--- config.mk ---
export PLATFORM = sky130hd
export DESIGN_NAME = multicycle_ctrl
export DESIGN_NICKNAME = d
export VERILOG_FILES = /design/src/rtl/multicycle_ctrl.sv
export SDC_FILE = /design/constraint.sdc
export NUM_CORES = 1
export LEC_CHECK = 0
export ABC_CLOCK_PERIOD_IN_PS = 3600
export BUFFER_PORTS_ARGS = -buffer_cell sky130_fd_sc_hd__clkbuf_2
export CORE_MARGIN = 1
export CORE_UTILIZATION = 55
export DETAILED_ROUTE_END_ITERATION = 8
export GPL_ROUTABILITY_DRIVEN = 1
export MAX_ROUTING_LAYER = met4
export PLACE_DENSITY_LB_ADDON = 0.1
export SETUP_SLACK_MARGIN = 0.2
export SYNTH_ARGS = -nofsm -noshare
export SYNTH_HDL_FRONTEND = slang
export SYNTH_SLANG_ARGS = --single-unit
export TNS_END_PERCENT = 5
--- constraint.sdc ---
create_clock -name clk -period 3.6 [get_ports clk]
set_input_delay 0.18 -clock clk [delete_from_list [all_inputs] [get_ports clk]]
set_output_delay 0.18 -clock clk [all_outputs]
set_load 0.01 [all_outputs]
--- src/rtl/multicycle_ctrl.sv ---
// Multi-cycle RV32I-subset control sequencer: owns PC, IR and FSM, and drives
// register-file, ALU, RAM and writeback-mux controls of the single-cycle datapath.
module multicycle_ctrl #(
  parameter int unsigned          Data_Width            = 32,
  parameter int unsigned          Address_Width_RegFile = 5,
  parameter logic [Data_Width-1:0] RESET_PC             = 32'h0000_0000
) (
  input  logic                             clk,
  input  logic                             rst,
  input  logic [Data_Width-1:0]            instr,
  input  logic                             eq,
  output logic [Data_Width-1:0]            pc,
  output logic [Address_Width_RegFile-1:0] rs1,
  output logic [Address_Width_RegFile-1:0] rs2,
  output logic [Address_Width_RegFile-1:0] rd,
  output logic                             regFileWen,
  output logic                             ALUSrc,
  output logic [Data_Width-1:0]            ImmOp,
  output logic [3:0]                       ALU_ctrl,
  output logic                             MemWrite,
  output logic [1:0]                       dataType,
  output logic                             SrcSel,
  output logic [Data_Width-1:0]            newPC,
  output logic                             JumpSel,
  output logic                             trigger,
  output logic                             halt,
  output logic [Data_Width-1:0]            retired
);

  localparam logic [6:0] OP_R      = 7'b0110011;
  localparam logic [6:0] OP_I      = 7'b0010011;
  localparam logic [6:0] OP_LUI    = 7'b0110111;
  localparam logic [6:0] OP_LOAD   = 7'b0000011;
  localparam logic [6:0] OP_STORE  = 7'b0100011;
  localparam logic [6:0] OP_BRANCH = 7'b1100011;
  localparam logic [6:0] OP_JAL    = 7'b1101111;

  localparam logic [3:0] ALU_ADD = 4'b0000;
  localparam logic [3:0] ALU_SUB = 4'b0001;
  localparam logic [3:0] ALU_AND = 4'b0010;
  localparam logic [3:0] ALU_OR  = 4'b0011;
  localparam logic [3:0] ALU_XOR = 4'b0100;
  localparam logic [3:0] ALU_SLL = 4'b0101;
  localparam logic [3:0] ALU_SRL = 4'b0110;

  localparam logic [1:0] DT_WORD = 2'b00;
  localparam logic [1:0] DT_BYTE = 2'b01;

  localparam logic [Data_Width-1:0] NOP_INSTR = Data_Width'(32'h0000_0013);

  typedef enum logic [2:0] {
    FETCH  = 3'd0,
    DECODE = 3'd1,
    EXEC   = 3'd2,
    MEM    = 3'd3,
    WB     = 3'd4,
    HALT   = 3'd5
  } state_t;

  typedef enum logic [2:0] {
    K_ALU, K_LUI, K_LOAD, K_STORE, K_BRANCH, K_JAL, K_ILL
  } kind_t;

  state_t state_q, state_d;
  kind_t  kind;

  logic [Data_Width-1:0] ir;
  logic [6:0]            opcode;
  logic [2:0]            funct3;
  logic [6:0]            funct7;
  logic [Data_Width-1:0] imm_i, imm_s, imm_b, imm_j, imm_u;
  logic                  is_bne;

  logic                  wen_c, mwr_c;
  logic                  last_c, taken_c, halt_set_c;
  logic [Data_Width-1:0] pc_next;

  assign opcode = ir[6:0];
  assign funct3 = ir[14:12];
  assign funct7 = ir[31:25];

  assign imm_i = {{(Data_Width-12){ir[31]}}, ir[31:20]};
  assign imm_s = {{(Data_Width-12){ir[31]}}, ir[31:25], ir[11:7]};
  assign imm_b = {{(Data_Width-13){ir[31]}}, ir[31], ir[7], ir[30:25], ir[11:8], 1'b0};
  assign imm_j = {{(Data_Width-21){ir[31]}}, ir[31], ir[19:12], ir[20], ir[30:21], 1'b0};
  assign imm_u = Data_Width'({ir[31:12], 12'b0});

  assign rs2     = ir[24:20];
  assign rd      = ir[11:7];
  assign newPC   = pc + Data_Width'(4);
  assign trigger = 1'b1;

  // Instruction decode: field-level controls depend only on IR.
  always_comb begin
    kind     = K_ILL;
    rs1      = ir[19:15];
    ImmOp    = '0;
    ALUSrc   = 1'b0;
    ALU_ctrl = ALU_ADD;
    dataType = DT_WORD;
    is_bne   = 1'b0;
    unique case (opcode)
      OP_R: begin
        if (funct7 == 7'b0000000) begin
          kind = K_ALU;
          case (funct3)
            3'b000:  ALU_ctrl = ALU_ADD;
            3'b111:  ALU_ctrl = ALU_AND;
            3'b110:  ALU_ctrl = ALU_OR;
            3'b100:  ALU_ctrl = ALU_XOR;
            3'b001:  ALU_ctrl = ALU_SLL;
            3'b101:  ALU_ctrl = ALU_SRL;
            default: kind     = K_ILL;
          endcase
        end else if (funct7 == 7'b0100000 && funct3 == 3'b000) begin
          kind     = K_ALU;
          ALU_ctrl = ALU_SUB;
        end
      end
      OP_I: begin
        if (funct3 == 3'b000) begin
          kind   = K_ALU;
          ALUSrc = 1'b1;
          ImmOp  = imm_i;
        end
      end
      OP_LUI: begin
        kind   = K_LUI;
        rs1    = '0;
        ALUSrc = 1'b1;
        ImmOp  = imm_u;
      end
      OP_LOAD: begin
        ALUSrc = 1'b1;
        ImmOp  = imm_i;
        if (funct3 == 3'b010) begin
          kind = K_LOAD;
        end else if (funct3 == 3'b100) begin
          kind     = K_LOAD;
          dataType = DT_BYTE;
        end
      end
      OP_STORE: begin
        ALUSrc = 1'b1;
        ImmOp  = imm_s;
        if (funct3 == 3'b010) begin
          kind = K_STORE;
        end else if (funct3 == 3'b000) begin
          kind     = K_STORE;
          dataType = DT_BYTE;
        end
      end
      OP_BRANCH: begin
        ALU_ctrl = ALU_SUB;
        ImmOp    = imm_b;
        if (funct3 == 3'b000) begin
          kind = K_BRANCH;
        end else if (funct3 == 3'b001) begin
          kind   = K_BRANCH;
          is_bne = 1'b1;
        end
      end
      OP_JAL: begin
        kind  = K_JAL;
        ImmOp = imm_j;
      end
      default: kind = K_ILL;
    endcase
  end

  // Next-state and per-state enables.
  always_comb begin
    state_d    = state_q;
    wen_c      = 1'b0;
    mwr_c      = 1'b0;
    SrcSel     = 1'b0;
    JumpSel    = 1'b0;
    last_c     = 1'b0;
    taken_c    = 1'b0;
    halt_set_c = 1'b0;
    unique case (state_q)
      FETCH: state_d = DECODE;
      DECODE: begin
        if (kind == K_ILL) begin
          state_d    = HALT;
          halt_set_c = 1'b1;
        end else if (kind == K_JAL) begin
          state_d = WB;
        end else begin
          state_d = EXEC;
        end
      end
      EXEC: begin
        if (kind == K_LOAD || kind == K_STORE) begin
          state_d = MEM;
        end else if (kind == K_BRANCH) begin
          state_d = FETCH;
          last_c  = 1'b1;
          taken_c = is_bne ? !eq : eq;
        end else begin
          state_d = WB;
        end
      end
      MEM: begin
        if (kind == K_LOAD) begin
          state_d = WB;
        end else begin
          state_d = FETCH;
          mwr_c   = 1'b1;
          last_c  = 1'b1;
        end
      end
      WB: begin
        state_d = FETCH;
        wen_c   = 1'b1;
        SrcSel  = (kind == K_LOAD);
        JumpSel = (kind == K_JAL);
        last_c  = 1'b1;
      end
      HALT:    state_d = HALT;
      default: state_d = FETCH;
    endcase
  end

  // A reset arriving mid-instruction must suppress that cycle's write.
  assign regFileWen = wen_c && !rst;
  assign MemWrite   = mwr_c && !rst;

  always_comb begin
    pc_next = newPC;
    if (kind == K_JAL) begin
      pc_next = pc + imm_j;
    end else if (taken_c) begin
      pc_next = pc + imm_b;
    end
  end

  always_ff @(posedge clk) begin
    if (rst) begin
      state_q <= FETCH;
    end else begin
      state_q <= state_d;
    end
  end

  // PC, IR, halt flag and retire counter.
  always_ff @(posedge clk) begin
    if (rst) begin
      pc      <= RESET_PC;
      ir      <= NOP_INSTR;
      halt    <= 1'b0;
      retired <= '0;
    end else begin
      if (state_q == FETCH) begin
        ir <= instr;
      end
      if (last_c) begin
        pc      <= pc_next;
        retired <= retired + Data_Width'(1);
      end
      if (halt_set_c) begin
        halt <= 1'b1;
      end
    end
  end

endmodule

==> Word-level counts from Yosys, hierarchy flattened <==
Cells that the tools add are included.
{ "totals": {"regBits": 100, "inputBits": 35, "output_inout_bits": 156, "wordCells": 94} }
{ "classes": {"add_sub_neg": 4, "eq_ne": 24, "muxes": 50, "reduce_logical": 11} }
{ "op_table": {"columns": ["operator", "n"], "rows": [
  ["32-bit case mux with 6 select lines", 1],
  ["32-bit 2-to-1 mux", 3],
  ["32-bit adder", 2],
  ["3-bit 2-to-1 mux", 13],
  ["32-bit by 1-bit adder with 32-bit output (second input constant)", 1],
  ["32-bit by 3-bit adder with 32-bit output (second input constant)", 1],
  ["3-bit case mux with 5 select lines", 2],
  ["7-bit by 6-bit equality test with 1-bit output (second input constant)", 4],
  ["3-bit equality test (second input constant)", 9],
  ["1-bit 2-to-1 mux", 22],
  ["3-bit case mux with 7 select lines", 1],
  ["3-bit by 2-bit equality test with 1-bit output (second input constant)", 5],
  ["7-bit equality test (second input constant)", 2],
  ["4-bit case mux with 2 select lines", 1],
  ["7-bit by 2-bit equality test with 1-bit output (second input constant)", 1],
  ["7-bit by 5-bit equality test with 1-bit output (second input constant)", 1],
  ["7-bit logical NOT", 1],
  ["3-bit by 1-bit equality test with 1-bit output (second input constant)", 2],
  ["3-bit logical NOT", 2],
  ["6-bit OR reduction", 1],
  ["5-bit 2-to-1 mux", 1],
  ["2-bit 2-to-1 mux", 2],
  ["4-bit 2-to-1 mux", 1],
  ["1-bit case mux with 2 select lines", 2],
  ["5 further kinds", 8]
]} }

==> Longest topological paths before layout <==
Gate-level depths: netlist of the first run.
{ "logic_depth": {"ltp_word": 11, "depth_mapped": 12, "mapped_depth_nobuf": 12} }

==> Least setup slack after synthesis of the first run <==
OpenSTA, ideal clock, no wires.
{ "synth_path": {"path_kind": "register to register", "startpoint": "reg pc[2]", "endpoint": "reg pc[27]", "setup_time_ns": 0.133, "t_arrival_ns": 2.848, "required_time_ns": 3.467, "path_slack_ns": 0.620, "stages_incl_launch_ff": 12, "n_path_buf": 0, "synth_period_minus_slack_ns": 2.980, "path_cell_list": "dfxtp_1 > inv_1 > fa_1 > nand2b_1 > a21oi_1 > o21ai_0 > a31oi_1 > o21ai_1 > o21ai_1 > mux2_2 > a41oi_1 > a211oi_1"} }
{ "synth_via": {"elab_chain_cells": 3, "word_cells_on_any_way": 5, "classes_between": "add/sub (3); mux (2)"} }
{ "synth_lines": {"columns": ["item", "line", "text"], "rows": [
  ["from (decl)", "12", "output logic [Data_Width-1:0] pc,"],
  ["from (signal assigned)", "258", "pc <= pc_next;"],
  ["32-bit by 3-bit adder with 32-bit output / 32-bit adder (equally long branches)", "90, 234", null],
  ["32-bit 2-to-1 mux", "233", "end else if (taken_c) begin"],
  ["32-bit 2-to-1 mux (*)", "231", "if (kind == K_JAL) begin"]
]} }
Every way passes the cells marked *; elsewhere a longest branch is shown, timed or not.
A chain may end at the register's enable or synchronous reset.

==> Worst setup path after layout of the first run <==
{ "layout_path": {"startpoint": "reg ir[31]", "endpoint": "reg pc[30]"} }
{ "layout_via": {"elab_chain_cells": 11, "word_cells_on_any_way": 22, "classes_between": "add/sub (2); eq/ne (5); mux (12); reduce/logical (3)"} }
{ "layout_lines": {"columns": ["item", "line", "text"], "rows": [
  ["from (decl)", "67", "logic [Data_Width-1:0] ir;"],
  ["from (signal assigned)", "255", "ir <= instr;"],
  ["7-bit by 6-bit equality test with 1-bit output", "115", "end else if (funct7 == 7'b0100000 && funct3 == 3'b000) begin"],
  ["1-bit logical AND", "115", null],
  ["3-bit 2-to-1 mux", "115", null],
  ["3-bit 2-to-1 mux", "104", "if (funct7 == 7'b0000000) begin"],
  ["3-bit case mux with 7 select lines", "102", "unique case (opcode)"],
  ["3-bit equality test (tied with other cells)", "196", "end else if (kind == K_BRANCH) begin"],
  ["1-bit 2-to-1 mux / 1-bit logical OR (equally long branches)", "196, 194", null],
  ["1-bit 2-to-1 mux", "194", "if (kind == K_LOAD || kind == K_STORE) begin"],
  ["1-bit 2-to-1 mux", "181", "unique case (state_q)"],
  ["32-bit 2-to-1 mux", "233", null],
  ["32-bit 2-to-1 mux", "231", null]
]} }
Several ways; a longest one is shown, not always the timed one.

==> results of run 1 <==
## critical path, delay by kind of cell, from the launching register on
kind | cells | cell delay (ps)
simple gates | 1 | 200
flops | 1 | 610
compound gates | 7 | 1860
fa+ha+maj | 1 | 390
## stage by stage
stage,setup slack (ps),hold WS [ps],instances,power [mW]
floorplan,620,304,1166,4.34
global placement,557,401,1477,5.43
detailed placement,492,399,1477,5.46
CTS,470,27.7,1493,6.50
global route,205,33.3,1493,7.04
finish,420,36.8,1493,6.56
## kinds of logic after synthesis
kind of cell               Yosys count  synth area share (%)
buffers and inverters              116                  6.20
adders and majority gates           47                  7.13
and+or+nand+nor                    453                  26.1
DFF                                 99                  23.4
muxes                                5                 0.607
other                                2                0.0888
xor gates and xnor gates            75                  7.77
AOI/OAI and AO/OA                  366                  28.7
## registers in the layout (all words and copies together), names as in the netlist
register and flops:
ir 32, retired 32, pc 31, state_q 3
halt 1
## repair_timing
action,4_1_cts,5_1_grt
buffers inserted,0,0
endpoints found under the setup margin,0,3
resized for setup,0,2
## per-layer routing
layer	vias to the layer above	wire [um]	GRT usage, %
met5	-	0	-
met4	0	734	12.9
met1	4347	12000	46.2
met2	395	12900	56.5
met3	56	1950	5.48
li1	4490	-	-
## placed cells by master, fill, tap and decap left out, types with 9 or more instances in the layout
cell type	count
and2_1	14
a211oi_1	16
inv_1	30
a21o_1	49
nor2_1	100
buf_4	28
clkbuf_16	9
or3_1	20
dfxtp_1	99
a21oi_1	117
nand2_1	149
o22ai_1	11
nor2b_1	12
clkbuf_2	184
nand3_1	40
o21ai_0	50
ha_1	45
o211ai_1	11
nor3_1	23
and3_1	21
xor2_1	32
nand4_1	20
xnor2_1	43
a311oi_1	9
## final cells by class
class                   instances  area [sq um]  share of cell area, %
flip-flops and latches         99          1980                   20.3
well taps                     184           230                   2.36
repair buffers                213          1150                   11.8
clock buffers                   9           225                   2.30
inverters                      30           113                   1.15
clock inverters                 7          92.6                  0.947
multi-input cells             951          5980                   61.2
## worst paths after layout
kind / from / to / slack (ps) / cells past startpoint
worst max-delay path: ir[31] / pc[30] / 420 / 9
worst min-delay path: instr[0] / ir[0] / 40 / 3
worst max register to register: ir[31] / pc[30] / 420 / 9
worst min register to register: halt / halt / 480 / 2
## power by group through the flow
stage | Sequential [mW] | Clock, mW | Combinational [mW]
6_report | 1.88 | 1.05 | 3.63
5_1_grt | 1.92 | 1.12 | 4.00
3_3_place_gp | 1.88 | 0 | 3.55
2_1_floorplan | 1.71 | 0 | 2.63
4_1_cts | 1.86 | 1.07 | 3.58
3_5_place_dp | 1.89 | 0 | 3.57
==> results_dict.tcl, run 1 <==
set metrics [dict create \
    status "finished, final reports clean" \
    areaGrowthSynthToFinish_pct 15.6 \
    antenna_found_initial 0 \
    path_cells "ha_1, a21o_1, a21o_1, a211oi_1, o311ai_0, a21oi_1, o22ai_1, and3_1, o41ai_1" \
    grt_overflow 0 \
    htreeDepth 3 \
    io_pins 191 \
    p_int_mw 3.30 \
    synth_flop_cell "dfxtp_1" \
    first_pass_iters 5 \
    max_freq_ghz 0.314 \
    p_clk_share_pct 16.1 \
    synth_area_leader_cell "dfxtp_1" \
    clockBufferDepth 2 \
    worst_clock_skew_ps 11.8 \
    grt_max_degree 57 \
    maxSlewHeadroom_pct 45.8 \
    synth.top_cells.by_area "dfxtp_1 23%, a21oi_1 6.9%, ha_1 6.7%" \
    worst-setup-path-type "flip-flop to flip-flop" \
    dp_hpwl_mm 20.4 \
    synthArstFlopShare_pct 0 \
    routabilityCongestion 1.02 \
    slew_violations 0 \
    syn_area_per_cell_sq_um 7.27 \
    cts_made_buffers 9 \
    grt_usage_pct 35.8 \
    dieArea_sq_um 15900 \
    p_sw_share_pct 49.7 \
    drive_above_1_share_pct 19.3 \
    clock_latency_ps 360 \
    critical-path-max-stage-delay_ps 610 \
    routedWlPerCell_um 18.5 \
    tns_ps 0 \
    end_kind "flip-flop" \
    drcViolationCount 0 \
    core_sq_um 14800 \
    routed_wl_mm 27.6 \
    vdd_drop_max_mv 0.434 \
    yosysSeqAreaShare_pct 23.4 \
    cp_slowest_cell "dfxtp_1" \
    synth_common_cells "149 x nand2_1, 117 x a21oi_1, 101 x nor2_1, 99 x dfxtp_1, 55 x clkbuf_1" \
    p_comb_share_pct 55.3 \
    synth-edff-count 0 \
    hold_viol_final 0 \
    die_w_um 126 \
    power.net_switching_mw 3.26 \
    p_leak_nw 4.48 \
    antenna_cells 0 \
    fin_util_pct 66.2 \
    synth_cell_types 79 \
    cts_sinks 99 \
    crit_path_max_fanout 12 \
    vias 9288 \
    yosysWarnings 0 \
    worstHoldPathType "input port to flip-flop" \
    placementRows 44 \
    cap_viol_max_count 0 \
    mappedNetlistArea_sq_um 8450 \
    postCtsHoldBufs 0 \
    synth_cells 1163 \
    root_buffer "clkbuf_16" \
    initialDrtViolationCount 913 \
    cts_tree "built" \
    start_util_pct 57.3 \
    grt_pass1_vias 8708 \
    ant_nets 0 \
    setup_viol_count_final 0 \
    portBuffers 185 \
    fin_nets 1386 \
    synth_largest_type_area_fraction_pct 23.4 \
    crit_top_cell "a21o_1" \
    cellPowerDensity_nw_per_um2 671 \
    critPathRequiredTime_ps 3860 \
    worst_slew_pin_slew_ps 813 \
    p_seq_share_pct 28.6 \
    final_area_sq_um 9770 \
    yosys.cell_count.top_type "nand2_1" \
    path_clk_slew_ps 80 \
    grt_pass1_wl_mm 44.4 \
    crit_path_start_kind "flip-flop" \
    dpl_cell_area_sq_um 9450 \
    ys_ff_latch 99 \
    critPathArrivalTime_ps 3440 \
    die_y_um 126 \
    fillCellCount 1354 \
    via_per_inst 6.22 \
    fin_crit_sh_pct 88.3 \
    rsz0062_at_grt "false" \
    fin_crit_ps 3180 \
]
Power figures use the tool's default switching activity.
==> run 2, diff against run 1 <==
- ABC_AREA: not set -> 1
==> run 2 against run 1 <==
  * Via count grew 33%
  * Setup slack lost 85 ps
  * Highest routed layer unchanged
  * Critical endpoint is now newPC[24]
  * Maximum frequency shrank 2.6%
==> results_dict.tcl, run 2 <==
set metrics [dict create \
    status "finished, final reports clean" \
    dp_hpwl_mm 31.0 \
    antenna_found_initial 0 \
    maxSlewHeadroom_pct 25.7 \
    p_leak_nw 5.83 \
    setup_viol_count_final 0 \
    first_pass_iters 5 \
    path_delay_family "simple AND/OR/NAND/NOR gates" \
    cp_num_buf_inv 3 \
    min_path_cells 3 \
    setup_ws_ps 335 \
    biggestRegsByFlops "ir: 32 flops, retired: 32 flops, pc: 31 flops" \
    synth_cells 1774 \
    cts_sinks 99 \
    placementRows 49 \
    final_cell_mix "503 x nand2_1, 252 x inv_1, 209 x nor2_1" \
    crit_top_cell "inv_1" \
    clockBufferDepth 2 \
    tns_ps 0 \
    fin_crit_sh_pct 90.7 \
    crit_path_start_kind "flip-flop" \
    vias 12400 \
    root_buffer "clkbuf_16" \
    grt_pass1_wl_mm 60.7 \
    place_ws_ps 861 \
    synth-edff-count 0 \
    final_common_cell "nand2_1" \
    critical-path-max-stage-delay_ps 590 \
    routabilityCongestion 1.04 \
    path_cells "inv_1, nor3_2, inv_1, nor2_1, nand4_1, xor2_1, clkbuf_2" \
    fin_nets 2002 \
    path_clk_slew_ps 90 \
    crit_path_max_fanout 8 \
    ant_nets 0 \
    start_util_pct 56.2 \
    clock_latency_ps 370 \
    postCtsSetupRepairBufs 0 \
    die_y_um 137 \
    rr_worst_depth 12 \
    worst_slew_pin_slew_ps 1100 \
    max_freq_ghz 0.306 \
    grt_pass1_vias 11100 \
    routed_wl_mm 40.5 \
    critPathRequiredTime_ps 3420 \
    synth_largest_type_area_fraction_pct 19.6 \
    end_kind "output pin" \
    io_pins 191 \
    critPathArrivalTime_ps 3090 \
    synth_area_leader_cell "dfxtp_1" \
    drive_above_1_share_pct 12.7 \
    worst-setup-path-type "flip-flop to output pin" \
    core_sq_um 18000 \
    critical_path_cell_count 7 \
    rsz0062_at_grt "false" \
    postCtsHoldBufs 0 \
    cp_slowest_cell "dfxtp_1" \
    syn_area_per_cell_sq_um 5.69 \
    cts_resized 0 \
    synth.top_cells.by_area "dfxtp_1 20%, nand2_1 19%, inv_1 9.4%" \
    vdd_drop_max_mv 0.512 \
    slew_violations 0 \
    die_w_um 137 \
    synth_cell_types 45 \
    yosys.cell_count.top_type "nand2_1" \
    hold_viol_final 0 \
    routedWlPerCell_um 18.8 \
    yosysSeqAreaShare_pct 19.6 \
    cap_viol_max_count 0 \
    grt_usage_pct 44.2 \
    ys_ff_latch 99 \
    dieArea_sq_um 18900 \
    fillCellCount 1781 \
    areaGrowthSynthToFinish_pct 12.8 \
    cts_tree "built" \
    synthArstFlopShare_pct 0 \
    power_mw 7.84 \
    synth_flop_cell "dfxtp_1" \
    fin_crit_ps 3270 \
    mappedNetlistArea_sq_um 10100 \
    antenna_cells 0 \
    htreeDepth 3 \
    cellPowerDensity_nw_per_um2 688 \
    worst_clock_skew_ps 13.3 \
    portBuffers 185 \
    cts_made_buffers 9 \
    worstHoldPathType "input port to flip-flop" \
    grt_max_degree 74 \
    via_per_inst 5.76 \
    initialDrtViolationCount 1178 \
    yosysWarnings 0 \
    drcViolationCount 0 \
    grt_overflow 0 \
    synth_common_cells "504 x nand2_1, 253 x inv_1, 209 x nor2_1, 135 x a21oi_1, 123 x nand3_1" \
]
## run 2: cell types whose count changed after synthesis, sizes merged, moves of 27 or more
cell    delta
nor2     +113
o21ai     +44
nand2    +360
a21o      -48
inv      +229
clkbuf    -27
nand3     +86
## run 2: final cells by class
type / count / area [sq um] / area share, %
clock inverter: 7 / 103 / 0.901
timing repair buffer: 198 / 1050 / 9.21
clock buffer: 9 / 225 / 1.98
multi-input combinational: 1353 / 6770 / 59.4
sequential: 99 / 1980 / 17.4
tap: 229 / 287 / 2.52
inverter: 259 / 972 / 8.54
## run 2: worst min-delay path, delay by kind of cell
| kind | cells | cell delay (ps) |
|---|---|---|
| AND/OR/NAND/NOR | 2 | 90 |
| buffers and inverters | 1 | 70 |
## run 2: through the flow
stage	hold slack (ps)	instances	utilization (%)	instance area [sq um]
2_1_floorplan	249	1777	-	10100
3_5_place_dp	391	2138	61.5	11100
6_report	9.72	2154	63.4	11400
3_3_place_gp	386	2138	61.5	11100
4_1_cts	11.2	2154	63.3	11400
5_1_grt	12.2	2154	63.4	11400
## run 2: kinds of logic after synthesis
group,share of synthesized area [%]
flops,19.6
buf+inv,13.5
compound gates,15.0
other cells,0.0744
simple gates,39.1
fa+ha+maj,5.98
xor+xnor,6.77
## run 2: routing by layer
metal	vias to the layer above	routed length [um]	GRT usage (%)
li1	5963	-	-
met1	5572	16200	55.1
met2	744	17500	65.5
met3	118	4900	12.4
met4	0	1940	20.8
met5	-	0	-
## run 2: worst paths after layout
check | slack [ps] | start | end
worst min-delay path | 10 | instr[1] | ir[1]
worst max register to register | 610 | pc[16] | pc[24]
worst max-delay path | 330 | pc[16] | newPC[24]
worst min register to register | 490 | retired[31] | retired[31]
## run 2: report_power, final
part           leakage [nW]  total [mW]  switching (mW)  internal [mW]
sequential            0.810        1.89           0.500           1.39
clock                 0.160        1.14           0.573          0.569
combinational          4.86        4.81            3.26           1.54
==> run 3, diff against run 2 <==
- MAX_ROUTING_LAYER: met4 -> not set
==> run 3 against run 2 <==
  * Non-clock buffer count increased by 1
  * Via count down 0.96%
  * Final area decreased by 0.24%
  * Highest routed layer unchanged
==> results_dict.tcl, run 3 (synthesis results as in run 2) <==
set metrics [dict create \
    cap_viol_max_count 0 \
    first_pass_iters 7 \
    final_cell_mix "503 x nand2_1, 252 x inv_1, 209 x nor2_1" \
    dp_hpwl_mm 31.0 \
    worstHoldPathType "input port to flip-flop" \
    crit_path_max_fanout 8 \
    vdd_drop_max_mv 0.456 \
    setup_ws_ps 516 \
    fin_crit_sh_pct 85.7 \
    grt_max_degree 74 \
    slew_violations 0 \
    worst-setup-path-type "flip-flop to output pin" \
    status "finished, final reports clean" \
    fin_util_pct 63.2 \
    io_pins 191 \
    vias 12300 \
    htreeDepth 3 \
    regArea_sq_um 1980 \
    tns_ps 0 \
    final_area_sq_um 11400 \
    path_cells "ha_1, nand2_1, nor3b_2, nand2_1, nor2_1, nand2_1, xor2_1, clkbuf_2" \
    p_leak_nw 5.81 \
    critical-path-max-stage-delay_ps 560 \
    die_y_um 137 \
    fillCellCount 1823 \
    die_w_um 137 \
    drcViolationCount 0 \
    grt_pass1_wl_mm 59.9 \
    routed_wl_mm 40.0 \
    grt_pass1_vias 10900 \
    portBuffers 185 \
    path_clk_slew_ps 80 \
    fin_crit_ps 3080 \
    placementRows 49 \
    cp_slowest_cell "dfxtp_1" \
    antenna_found_initial 0 \
    cp_num_buf_inv 1 \
    final_common_cell "nand2_1" \
    worst_clock_skew_ps 14.7 \
    worst_slew_pin_slew_ps 1040 \
    core_sq_um 18000 \
    biggestRegsByFlops "ir: 32 flops, retired: 32 flops, pc: 31 flops" \
    routedWlPerCell_um 18.6 \
    crit_path_start_kind "flip-flop" \
    antenna_cells 0 \
    timing.rr.start "pc[2]" \
    end_kind "output pin" \
    grt_overflow 0 \
    areaGrowthSynthToFinish_pct 12.6 \
    critPathArrivalTime_ps 2900 \
    place_ws_ps 717 \
    dpl.cell_count 2139 \
    routabilityCongestion 1.03 \
    root_buffer "clkbuf_16" \
    clockBufferDepth 2 \
    max_freq_ghz 0.324 \
    start_util_pct 56.2 \
    crit_top_cell "nand2_1" \
    drive_above_1_share_pct 12.7 \
    grt_usage_pct 42.4 \
    cts_made_buffers 9 \
    critPathRequiredTime_ps 3420 \
    maxSlewHeadroom_pct 29.9 \
    cts_tree "built" \
    hold_viol_final 0 \
    ant_nets 0 \
    worstHoldStart "instr[1]" \
    fin_nets 2003 \
    cellPowerDensity_nw_per_um2 677 \
    postCtsHoldBufs 0 \
    dieArea_sq_um 18900 \
    via_per_inst 5.70 \
    multiInputGateArea_sq_um 6770 \
    finalNonFillerCells 2155 \
    clock_latency_ps 370 \
    initialDrtViolationCount 1113 \
    setup_viol_count_final 0 \
    path_delay_family "simple AND/OR/NAND/NOR gates" \
    startpoint "pc[2]" \
    cts_sinks 99 \
    rsz0062_at_grt "false" \
    dpl_cell_area_sq_um 11100 \
]
run 3: repair_timing:
action / 4_1_cts / 5_1_grt
gates resized for setup: 0 / 1
buffers inserted: 0 / 0
endpoints found under the setup margin: 0 / 1
run 3: power breakdown:
part,internal (mW),total [mW],switching [mW],leakage [nW]
Combinational,1.55,4.75,3.20,4.86
Sequential,1.39,1.92,0.528,0.810
Clock,0.492,1.02,0.531,0.140
run 3: worst paths after layout:
check | to | slack (ps) | cells after the start
worst min register to register | retired[31] | 500 | 2
worst min-delay path | ir[1] | 10 | 3
worst max register to register | pc[31] | 570 | 16
worst max-delay path | newPC[26] | 520 | 8
run 3: per-layer routing:
layer  vias to the layer above  global-route usage [%]  wire (um)
met5                         -                       0          0
met4                         0                    18.3       1570
met3                        87                    10.5       4440
met2                       688                    65.8      17600
met1                      5546                    55.3      16400
li1                       5957                       -          -
run 3: cell type report:
| class | instances | share of cell area [%] |
|---|---|---|
| tap | 229 | 2.52 |
| clock inverter | 6 | 0.562 |
| inverter | 259 | 8.56 |
| clock buffer | 10 | 2.02 |
| timing repair buffer | 199 | 9.30 |
| multi-input combinational | 1353 | 59.6 |
| sequential | 99 | 17.5 |
run 3: through the flow:
stage	power [mW]	hold WS (ps)
after floorplan	5.06	249
after global placement	6.46	388
after detailed placement	6.51	392
after CTS	7.54	9.19
after global routing	8.23	3.15
final	7.69	9.81
run 3: worst reg2reg max path, delay by kind of cell (launching register included):
| kind | cells | cell delay [ps] |
|---|---|---|
| compound gates | 1 | 420 |
| fa+ha+maj | 1 | 530 |
| buf+inv | 2 | 270 |
| flops | 1 | 560 |
| simple gates | 12 | 1150 |
